[src/rtl/reaction_pkg.sv]
// Shared types and constants for the reaction timer core.
// Holds the FSM state enum, BCD digit type and LFSR constants.
package reaction_pkg;

    typedef enum logic [2:0] {
        ST_IDLE,
        ST_WAIT,
        ST_GO,
        ST_DONE,
        ST_FOUL
    } state_t;

    typedef logic [3:0] bcd_digit_t;

    localparam logic [15:0] LFSR_SEED = 16'hACE1;

    // Right-shifting Fibonacci form: taps 16,14,13,11 land on bits 0,2,3,5.
    localparam logic [15:0] LFSR_TAPS = 16'h002D;

    localparam bcd_digit_t BCD_MAX = 4'd9;

    function automatic logic [15:0] lfsr_next(input logic [15:0] v);
        logic [15:0] n;
        n = {^(v & LFSR_TAPS), v[15:1]};
        // Guard against the lock-up state if the register were ever corrupted.
        if (n == 16'h0000) begin
            n = LFSR_SEED;
        end
        return n;
    endfunction

endpackage

[src/rtl/reaction_timer_bcd_counter.sv]
// Four-digit BCD incrementer that saturates at 9999.
// Clear has priority; freeze or saturation blocks counting.
module bcd_counter4
    import reaction_pkg::*;
(
    input  logic       clk,
    input  logic       rst,
    input  logic       i_clear,
    input  logic       i_enable,
    input  logic       i_freeze,
    output logic [3:0] o_bcd3,
    output logic [3:0] o_bcd2,
    output logic [3:0] o_bcd1,
    output logic [3:0] o_bcd0,
    output logic       o_sat
);

    bcd_digit_t [3:0] r_d;
    bcd_digit_t [3:0] w_nxt;
    logic       [3:0] w_carry;
    logic             w_sat;

    // Ripple the +1 through the digits, wrapping each 9 back to 0.
    always_comb begin
        w_carry    = 4'b0000;
        w_nxt      = r_d;
        w_carry[0] = 1'b1;
        for (int i = 1; i < 4; i++) begin
            w_carry[i] = w_carry[i-1] && (r_d[i-1] == BCD_MAX);
        end
        for (int i = 0; i < 4; i++) begin
            if (w_carry[i]) begin
                if (r_d[i] == BCD_MAX) begin
                    w_nxt[i] = 4'd0;
                end else begin
                    w_nxt[i] = r_d[i] + 4'd1;
                end
            end
        end
    end

    assign w_sat = (r_d[3] == BCD_MAX) && (r_d[2] == BCD_MAX) &&
                   (r_d[1] == BCD_MAX) && (r_d[0] == BCD_MAX);

    // Digit registers: clear, then count when enabled and not held.
    always_ff @(posedge clk or posedge rst) begin
        if (rst) begin
            r_d <= '0;
        end else if (i_clear) begin
            r_d <= '0;
        end else if (i_enable && !i_freeze && !w_sat) begin
            r_d <= w_nxt;
        end
    end

    assign o_bcd3 = r_d[3];
    assign o_bcd2 = r_d[2];
    assign o_bcd1 = r_d[1];
    assign o_bcd0 = r_d[0];
    assign o_sat  = w_sat;

endmodule

[src/rtl/reaction_timer_bcd.sv]
// Reaction timer: random pre-go delay, then ms count in BCD until react.
// FSM, ms prescaler and LFSR live here; the digits live in bcd_counter4.
module reaction_timer_bcd
    import reaction_pkg::*;
#(
    parameter int TICK_DIV        = 50000,
    parameter int DELAY_MIN_MS    = 1000,
    parameter int DELAY_RAND_BITS = 11
)(
    input  logic       clk,
    input  logic       rst,
    input  logic       start,
    input  logic       react,
    output logic [3:0] bcd3,
    output logic [3:0] bcd2,
    output logic [3:0] bcd1,
    output logic [3:0] bcd0,
    output logic       led_go,
    output logic       done,
    output logic       foul,
    output logic       overflow
);

    localparam int PW = (TICK_DIV > 1) ? $clog2(TICK_DIV) : 1;
    localparam int DW = $clog2(DELAY_MIN_MS + (1 << DELAY_RAND_BITS) + 1);
    localparam logic [PW-1:0] PRE_LAST = PW'(TICK_DIV - 1);

    state_t          r_state;
    logic [PW-1:0]   r_presc;
    logic [DW-1:0]   r_delay;
    logic [15:0]     r_lfsr;
    logic            r_led_go;
    logic            r_done;
    logic            r_foul;
    logic            r_overflow;

    logic            w_run;
    logic            w_tick;
    logic            w_launch;
    logic            w_go_entry;
    logic [DW-1:0]   w_delay_init;
    logic            w_cnt_en;
    logic            w_freeze;
    logic            w_sat;

    // Prescaler only runs while waiting or counting.
    assign w_run  = (r_state == ST_WAIT) || (r_state == ST_GO);
    assign w_tick = w_run && (r_presc == PRE_LAST);

    // A start is honoured only from the resting states.
    assign w_launch = start &&
                      ((r_state == ST_IDLE) ||
                       (r_state == ST_DONE) ||
                       (r_state == ST_FOUL));

    // Final WAIT tick with no same-cycle react hands over to GO.
    assign w_go_entry = (r_state == ST_WAIT) && w_tick && !react &&
                        (r_delay <= DW'(1));

    assign w_delay_init = DW'(DELAY_MIN_MS) +
                          DW'(r_lfsr[DELAY_RAND_BITS-1:0]);

    // A react in the same cycle as a tick wins, so that tick is dropped.
    assign w_cnt_en = (r_state == ST_GO) && w_tick && !react;
    assign w_freeze = (r_state != ST_GO);

    // Free-running pseudo-random source, stepped every cycle.
    always_ff @(posedge clk or posedge rst) begin
        if (rst) begin
            r_lfsr <= LFSR_SEED;
        end else begin
            r_lfsr <= lfsr_next(r_lfsr);
        end
    end

    // Millisecond prescaler, restarted on launch and on entry to GO.
    always_ff @(posedge clk or posedge rst) begin
        if (rst) begin
            r_presc <= '0;
        end else if (w_launch || !w_run || w_go_entry || w_tick) begin
            r_presc <= '0;
        end else begin
            r_presc <= r_presc + PW'(1);
        end
    end

    // Main controller with registered status outputs.
    always_ff @(posedge clk or posedge rst) begin
        if (rst) begin
            r_state    <= ST_IDLE;
            r_delay    <= '0;
            r_led_go   <= 1'b0;
            r_done     <= 1'b0;
            r_foul     <= 1'b0;
            r_overflow <= 1'b0;
        end else begin
            unique case (r_state)
                ST_IDLE, ST_DONE, ST_FOUL: begin
                    if (start) begin
                        r_state    <= ST_WAIT;
                        r_delay    <= w_delay_init;
                        r_led_go   <= 1'b0;
                        r_done     <= 1'b0;
                        r_foul     <= 1'b0;
                        r_overflow <= 1'b0;
                    end
                end
                ST_WAIT: begin
                    if (react) begin
                        r_state <= ST_FOUL;
                        r_foul  <= 1'b1;
                    end else if (w_tick) begin
                        if (r_delay <= DW'(1)) begin
                            r_state  <= ST_GO;
                            r_delay  <= '0;
                            r_led_go <= 1'b1;
                        end else begin
                            r_delay <= r_delay - DW'(1);
                        end
                    end
                end
                ST_GO: begin
                    if (react) begin
                        r_state  <= ST_DONE;
                        r_led_go <= 1'b0;
                        r_done   <= 1'b1;
                    end else if (w_tick && w_sat) begin
                        r_state    <= ST_DONE;
                        r_led_go   <= 1'b0;
                        r_done     <= 1'b1;
                        r_overflow <= 1'b1;
                    end
                end
                default: begin
                    r_state <= ST_IDLE;
                end
            endcase
        end
    end

    bcd_counter4 u_count (
        .clk      (clk),
        .rst      (rst),
        .i_clear  (w_launch),
        .i_enable (w_cnt_en),
        .i_freeze (w_freeze),
        .o_bcd3   (bcd3),
        .o_bcd2   (bcd2),
        .o_bcd1   (bcd1),
        .o_bcd0   (bcd0),
        .o_sat    (w_sat)
    );

    assign led_go   = r_led_go;
    assign done     = r_done;
    assign foul     = r_foul;
    assign overflow = r_overflow;

endmodule

[config.mk]
export PLATFORM = sky130hd
export DESIGN_NAME = reaction_timer_bcd
export DESIGN_NICKNAME = d
export VERILOG_FILES = /design/src/rtl/reaction_pkg.sv /design/src/rtl/reaction_timer_bcd_counter.sv /design/src/rtl/reaction_timer_bcd.sv
export SDC_FILE = /design/constraint.sdc
export NUM_CORES = 1
export LEC_CHECK = 0
export ABC_CLOCK_PERIOD_IN_PS = 2900
export BUFFER_PORTS_ARGS = -buffer_cell sky130_fd_sc_hd__buf_2
export CORE_MARGIN = 2
export CORE_UTILIZATION = 45
export CTS_CLUSTER_DIAMETER = 200
export DETAILED_ROUTE_END_ITERATION = 6
export GPL_TIMING_DRIVEN = 1
export PLACE_DENSITY_LB_ADDON = 0.05
export SYNTH_ARGS = -nofsm -noshare
export SYNTH_HDL_FRONTEND = slang
export SYNTH_SLANG_ARGS = --single-unit
[constraint.sdc]
create_clock -name clk -period 2.9 [get_ports clk]
set_input_delay 0.145 -clock clk [delete_from_list [all_inputs] [get_ports clk]]
set_output_delay 0.145 -clock clk [all_outputs]
set_load 0.02 [all_outputs]
* Yosys cells after proc, flatten, opt, wreduce, memory -nomap -nowiden
Index checks and enable logic that the tools add are counted.
** Operators by class
- $add $sub $neg :: 7
- Order comparisons :: 1
- Equality and inequality tests :: 20
- Muxes and demuxes :: 37
- Reductions and logical operators :: 45
** Operator list (number)
- 2-to-1 mux 16 bit :: 4
- 2-to-1 mux 12 bit :: 4
- 2-to-1 mux 4 bit :: 7
- one-hot mux 12 bit (2 select lines) :: 1
- 2-to-1 mux 3 bit :: 6
- adder 16 x 1 -> 16 bit, second input constant :: 1
- adder 4 x 1 -> 4 bit, second input constant :: 4
- equality test 16 bit, second input constant :: 1
- equality test 4 bit, second input constant :: 4
- zero test 16 bit :: 1
- XOR reduction 16 bit :: 1
- logical AND 1 bit :: 15
- adder 10 x 11 -> 12 bit, first input constant :: 1
- <= comparator 12 x 1 -> 1 bit, second input constant :: 1
- AND reduction 4 bit :: 3
- nonzero test 2 bit :: 6
- subtractor 12 x 1 -> 12 bit, second input constant :: 1
- 2-to-1 mux 1 bit :: 10
- != test 2 bit, second input constant :: 5
- != test 3 x 2 -> 1 bit, second input constant :: 3
- one-hot mux 3 bit (3 select lines) :: 1
- equality test 3 x 2 -> 1 bit, second input constant :: 2
- logical OR 1 bit :: 6
- one-hot mux 1 bit (2 select lines) :: 3
- 12 further kinds :: 19
** Word-level totals
- Register bits :: 67
- Bits of input ports :: 4
- Output and inout bits :: 20
- Word-level logic and storage cells :: 122

* Longest topological paths before layout
- Word-level depth :: 9
- Mapped depth :: 9
- Depth with buffers taken out :: 7

* Hierarchy
From an unflattened synthesis, not the netlist that was laid out.
** Second synthesis, totals
- Cells, all modules :: 374
- Area total of the unflattened synthesis :: 3727.3 sq um
** By module, submodules not included
- reaction_timer_bcd :: times used 1, cells each 267, area each 2707.6 sq um
- bcd_counter4 :: times used 1, cells each 107, area each 1019.7 sq um

* Least setup slack after synthesis
No wires, ideal clock.
- Path type :: register to register
- Start :: reg u_count.r_d, in the netlist u_count.o_bcd1[1]
- End :: reg u_count.r_d, in the netlist u_count.o_bcd2[2]
- Arrival :: 2.412 ns
- Required time :: 2.822 ns
- Setup slack :: 0.410 ns
- Cell stages (with the launch flop) :: 10
- Buffers on the path :: 2
- Clock period less this slack :: 2.490 ns
- Path through :: dfrtp_1 -> inv_1 -> ha_1 -> and3b_1 -> clkbuf_1 -> and4_1 -> or4_1 -> buf_2 -> or4_1 -> a21oi_1
** On the way
- Cells in the longest elaborated chain, start to end :: 7
** RTL lines
- start: declaration :: line reaction_timer_bcd_counter.sv:18 : bcd_digit_t [3:0] r_d;
- start signal: assignment :: line reaction_timer_bcd_counter.sv:52 : r_d <= w_nxt;
- equality test 4 bit (*) :: line reaction_timer_bcd_counter.sv:29, reaction_timer_bcd_counter.sv:43
- logical AND 1 bit :: line reaction_timer_bcd_counter.sv:42 : assign w_sat = (r_d[3] == BCD_MAX) && (r_d[2] == BCD_MAX) &&
- logical AND 1 bit :: line reaction_timer_bcd_counter.sv:43 : (r_d[1] == BCD_MAX) && (r_d[0] == BCD_MAX);
- zero test 1 bit :: line reaction_timer_bcd_counter.sv:51 : end else if (i_enable && !i_freeze && !w_sat) begin
- logical AND 1 bit :: line reaction_timer_bcd_counter.sv:51
- nonzero test 2 bit (no source line)
- AND reduction 2 bit (no source line) (*)
Mark *: on every way between the ends. The rest lies on a longest branch, timed or not.
A chain may end at the register's enable or synchronous reset.

* Worst setup path after layout
- Start :: reg r_delay[7]
- End :: reg r_delay[10]
** On the way
- Cells in the longest elaborated chain, start to end :: 5
** RTL lines
- start: declaration :: line reaction_timer_bcd.sv:30 : logic [DW-1:0] r_delay;
- start signal: assignment :: line reaction_timer_bcd.sv:101 : r_delay <= w_delay_init;
- start signal: assignment :: line reaction_timer_bcd.sv:118 : r_delay <= r_delay - DW'(1);
- subtractor 12 x 1 -> 12 bit or <= comparator 12 x 1 -> 1 bit (tied branches) :: line reaction_timer_bcd.sv:118, reaction_timer_bcd.sv:113
- 2-to-1 mux 12 bit (*) :: line reaction_timer_bcd.sv:113 : if (r_delay <= DW'(1)) begin
- 2-to-1 mux 12 bit (*) :: line reaction_timer_bcd.sv:112 : end else if (w_tick) begin
- 2-to-1 mux 12 bit (*) :: line reaction_timer_bcd.sv:109 : if (react) begin
- one-hot mux 12 bit (2 select lines) (*) :: line reaction_timer_bcd.sv:97 : unique case (r_state)
Mark *: on every way between the ends. The rest lies on a longest branch, timed or not. The select of a mux whose other input is x is not followed.

==> results.py <==
metrics = {
    "run_status": {
        "status": "finished, final reports clean",
    },
    "cts": {
        "cts_buffers": 9,
        "cts_root_buf": "clkbuf_8",
        "insertion_delay_ns": 0.33,
        "clockBufferDepth": 2,
        "clock-sinks": 67,
        "clk_pin_slew_ns": 0.08,
        "cts.htree.levels": 3,
        "cts_tree": "built",
    },
    "cells_and_area": {
        "drive_gt1_frac": 0.157,
        "antenna_cells": 0,
        "fill_cells": 724,
        "register_area_sq_mm": 0.00169,
        "areaGrowthSynthToFinish_pct": 12.3,
        "num-nets-final": 433,
        "multiInputGateArea_sq_mm": 0.00184,
        "final_cells": 522,
        "final_util": 0.529,
    },
    "global_route": {
        "grt_max_degree": 38,
        "gr-usage-all-layers": 0.199,
        "grt_overflow": 0,
        "antenna_found_initial": 0,
        "grt_pass1_wl_mm": 13.9,
        "first_global_vias": 2818,
    },
    "routing": {
        "vias_per_cell": 5.55,
        "ant_nets": 0,
        "vias": 2896,
        "drtIter0Drc": 142,
        "wl_per_cell_um": 15.0,
        "routed_wirelength_mm": 7.83,
        "dr.pass1.iters": 4,
        "drc_errors": 0,
    },
    "logic_synthesis": {
        "synth_top_family_by_area": "simple AND/OR/NAND/NOR gates",
        "async_flop_share": 1.00,
        "synth-simple-area-share": 0.242,
        "synth-main-ff-cell": "dfrtp_1",
        "ys_warn_count": 0,
        "synth_xor_area_frac": 0.0500,
        "synth_edf_count": 0,
        "synth_area_per_cell_sq_um": 9.40,
        "syn_inst": 391,
        "synth-compound-area-share": 0.151,
        "seq_area_frac_synth": 0.459,
        "synth_seq_cells": 67,
        "synth_nets": 408,
        "ys_types": 61,
        "synthAdderAreaFrac": 0.0442,
        "synth_mux_area_frac": 0.0136,
        "syn_area_sq_mm": 0.00368,
    },
    "sta": {
        "fin_setup_tns_ns": 0,
        "setup_viol": 0,
        "final_max_slew_viol_count": 0,
        "timing.final.crit_share": 0.867,
        "fmax_mhz": 398,
        "finalHoldViolCount": 0,
        "finalCriticalPeriod_ns": 2.52,
        "tightest_slew_ns": 0.732,
        "grt_setup_unrepaired": "no",
        "timing.slew.headroom": 0.506,
        "finalClockSkew_ns": 0.0163,
    },
    "worst_setup_path": {
        "worstPathMaxFanout": 10,
        "r2r_setup_slack_ns": 0.38,
        "cp_slowest_cell": "or4_1",
        "crit_chain": "or4_1, or4b_1, o21ai_2, o32ai_1, a22o_1",
        "path_buf_inv": 0,
        "cp-end-kind": "flip-flop",
        "cpPeakStageDelay_ns": 0.64,
        "critPathKind": "reg -> reg",
        "cp.required_ns": 3.13,
        "worst_setup_path_start_kind": "flip-flop",
        "arrival_ns": 2.75,
        "critPathTopFamily": "simple AND/OR/NAND/NOR gates",
    },
    "die": {
        "die_area_sq_mm": 0.00891,
        "core_sq_mm": 0.00781,
        "io_pins": 24,
        "start_util": 0.471,
        "row_count": 32,
        "dieHeight_um": 94.4,
        "die_w_um": 94.4,
    },
    "power": {
        "p_per_area_mw_per_mm2": 719,
        "leakage_nw": 1.78,
        "ir_drop_mv": 0.326,
    },
    "placement": {
        "placedCellCount": 506,
        "io_buffers": 23,
        "hpwl_mm": 5.42,
        "routabilityCongestion": 0.854,
    },
    "job": {
        "max_cap_viol_count": 0,
    },
    "worst_hold_path": {
        "hold_path.class": "in -> reg",
    },
}
## power by group
part / total [W] / switching, W / internal [W]
logic: 0.000950 / 0.000588 / 0.000362
clock network: 0.000779 / 0.000340 / 0.000440
registers: 0.00124 / 0.000167 / 0.00107
total: 0.00297 / 0.00110 / 0.00187
## metal layers
layer	GRT usage	share of wire	up-vias	wire length, um
li1	-	-	1453	-
met1	0.300	0.52	1374	4050
met2	0.283	0.44	61	3440
met3	0.0407	0.033	8	262
met4	0.0676	0.011	0	87
met5	0	0	-	0
## area by class of cell
type | count | area share
tap | 102 | 0.0309
clock buffer | 13 | 0.0385
multi-input combinational | 285 | 0.446
sequential | 67 | 0.408
clock inverter | 2 | 0.00848
inverter | 20 | 0.0182
timing repair buffer | 33 | 0.0497
## worst reg2reg max path, delay by kind of cell (launching register included)
family,cells,cell delay [ns]
AO/OA/AOI/OAI,3,0.78
flip-flops,1,0.42
AND/OR/NAND/NOR,2,1.22
## cells by family after synthesis
logic type      count (synthesis)
buf+inv                        39
simple gates                  160
xor+xnor                       21
mux                             5
fa+ha+maj                      13
flops                          67
compound gates                 86
## placed cells by master, fill, tap and decap left out, drive strengths merged, types with 7 or more instances in the layout
| cell type | synthesis | final |
|---|---|---|
| dfstp | 8 | 8 |
| nor2 | 45 | 45 |
| or2 | 7 | 7 |
| dfrtp | 59 | 59 |
| inv | 20 | 20 |
| ha | 13 | 13 |
| a21oi | 25 | 25 |
| clkbuf | 16 | 13 |
| xor2 | 10 | 10 |
| nand3 | 7 | 7 |
| xnor2 | 11 | 11 |
| nand2 | 20 | 20 |
| buf | 3 | 32 |
| or3 | 13 | 13 |
| nor3 | 16 | 16 |
| o21ai | 25 | 25 |
## sequential cells by signal, summed over array words and instances (netlist names)
name,flops
r_lfsr,16
r_presc,16
r_delay,12
u_count.o_bcd0,4
u_count.o_bcd1,4
u_count.o_bcd2,4
u_count.o_bcd3,4
r_state,3
done,1
foul,1
led_go,1
overflow,1
## cells in the mapped netlist, drive strengths merged (8+ instances only)
master / n / area share
o21ai: 25 / 0.035
ha: 13 / 0.044
inv: 20 / 0.020
xnor2: 11 / 0.026
nor2: 45 / 0.046
dfstp: 8 / 0.057
clkbuf: 16 / 0.016
xor2: 10 / 0.024
dfrtp: 59 / 0.40
a21oi: 25 / 0.034
or3: 13 / 0.022
nor3: 16 / 0.022
nand2: 20 / 0.020
## path summary, 6_finish.rpt
path                                                end                   start  cells past startpoint
worst max-delay path            r_delay[10]$_DFFE_PP0P_  r_delay[7]$_DFFE_PP0P_                      5
worst min-delay path                   foul$_DFFE_PP0P_                   start                      4
min in group asynchronous           r_lfsr[9]$_DFF_PP0_                     rst                      3
worst max register to register  r_delay[10]$_DFFE_PP0P_  r_delay[7]$_DFFE_PP0P_                      5
worst min register to register     r_lfsr[12]$_DFF_PP0_    r_lfsr[13]$_DFF_PP1_                      0
max in group asynchronous              done$_DFFE_PP0P_                     rst                      4
## per-stage QoR
| step | hold WS, ns | area (sq um) | worst slack (ns) | total power [W] |
|---|---|---|---|---|
| after floorplan | 0.278 | 3680 | 0.410 | 0.00193 |
| after global placement | 0.286 | 3930 | 0.459 | 0.00220 |
| after detailed placement | 0.286 | 3930 | 0.420 | 0.00220 |
| after CTS | 0.116 | 4130 | 0.409 | 0.00300 |
| after global routing | 0.133 | 4130 | 0.214 | 0.00321 |
| final | 0.136 | 4130 | 0.385 | 0.00297 |
## timing repair
item                       CTS  global route
hold buffers                 1             0
setup endpoints to repair    0             0
setup buffers                0             0
hold endpoints to repair    22             0
resized for setup            0             0
(Power assumes the default switching activity.)
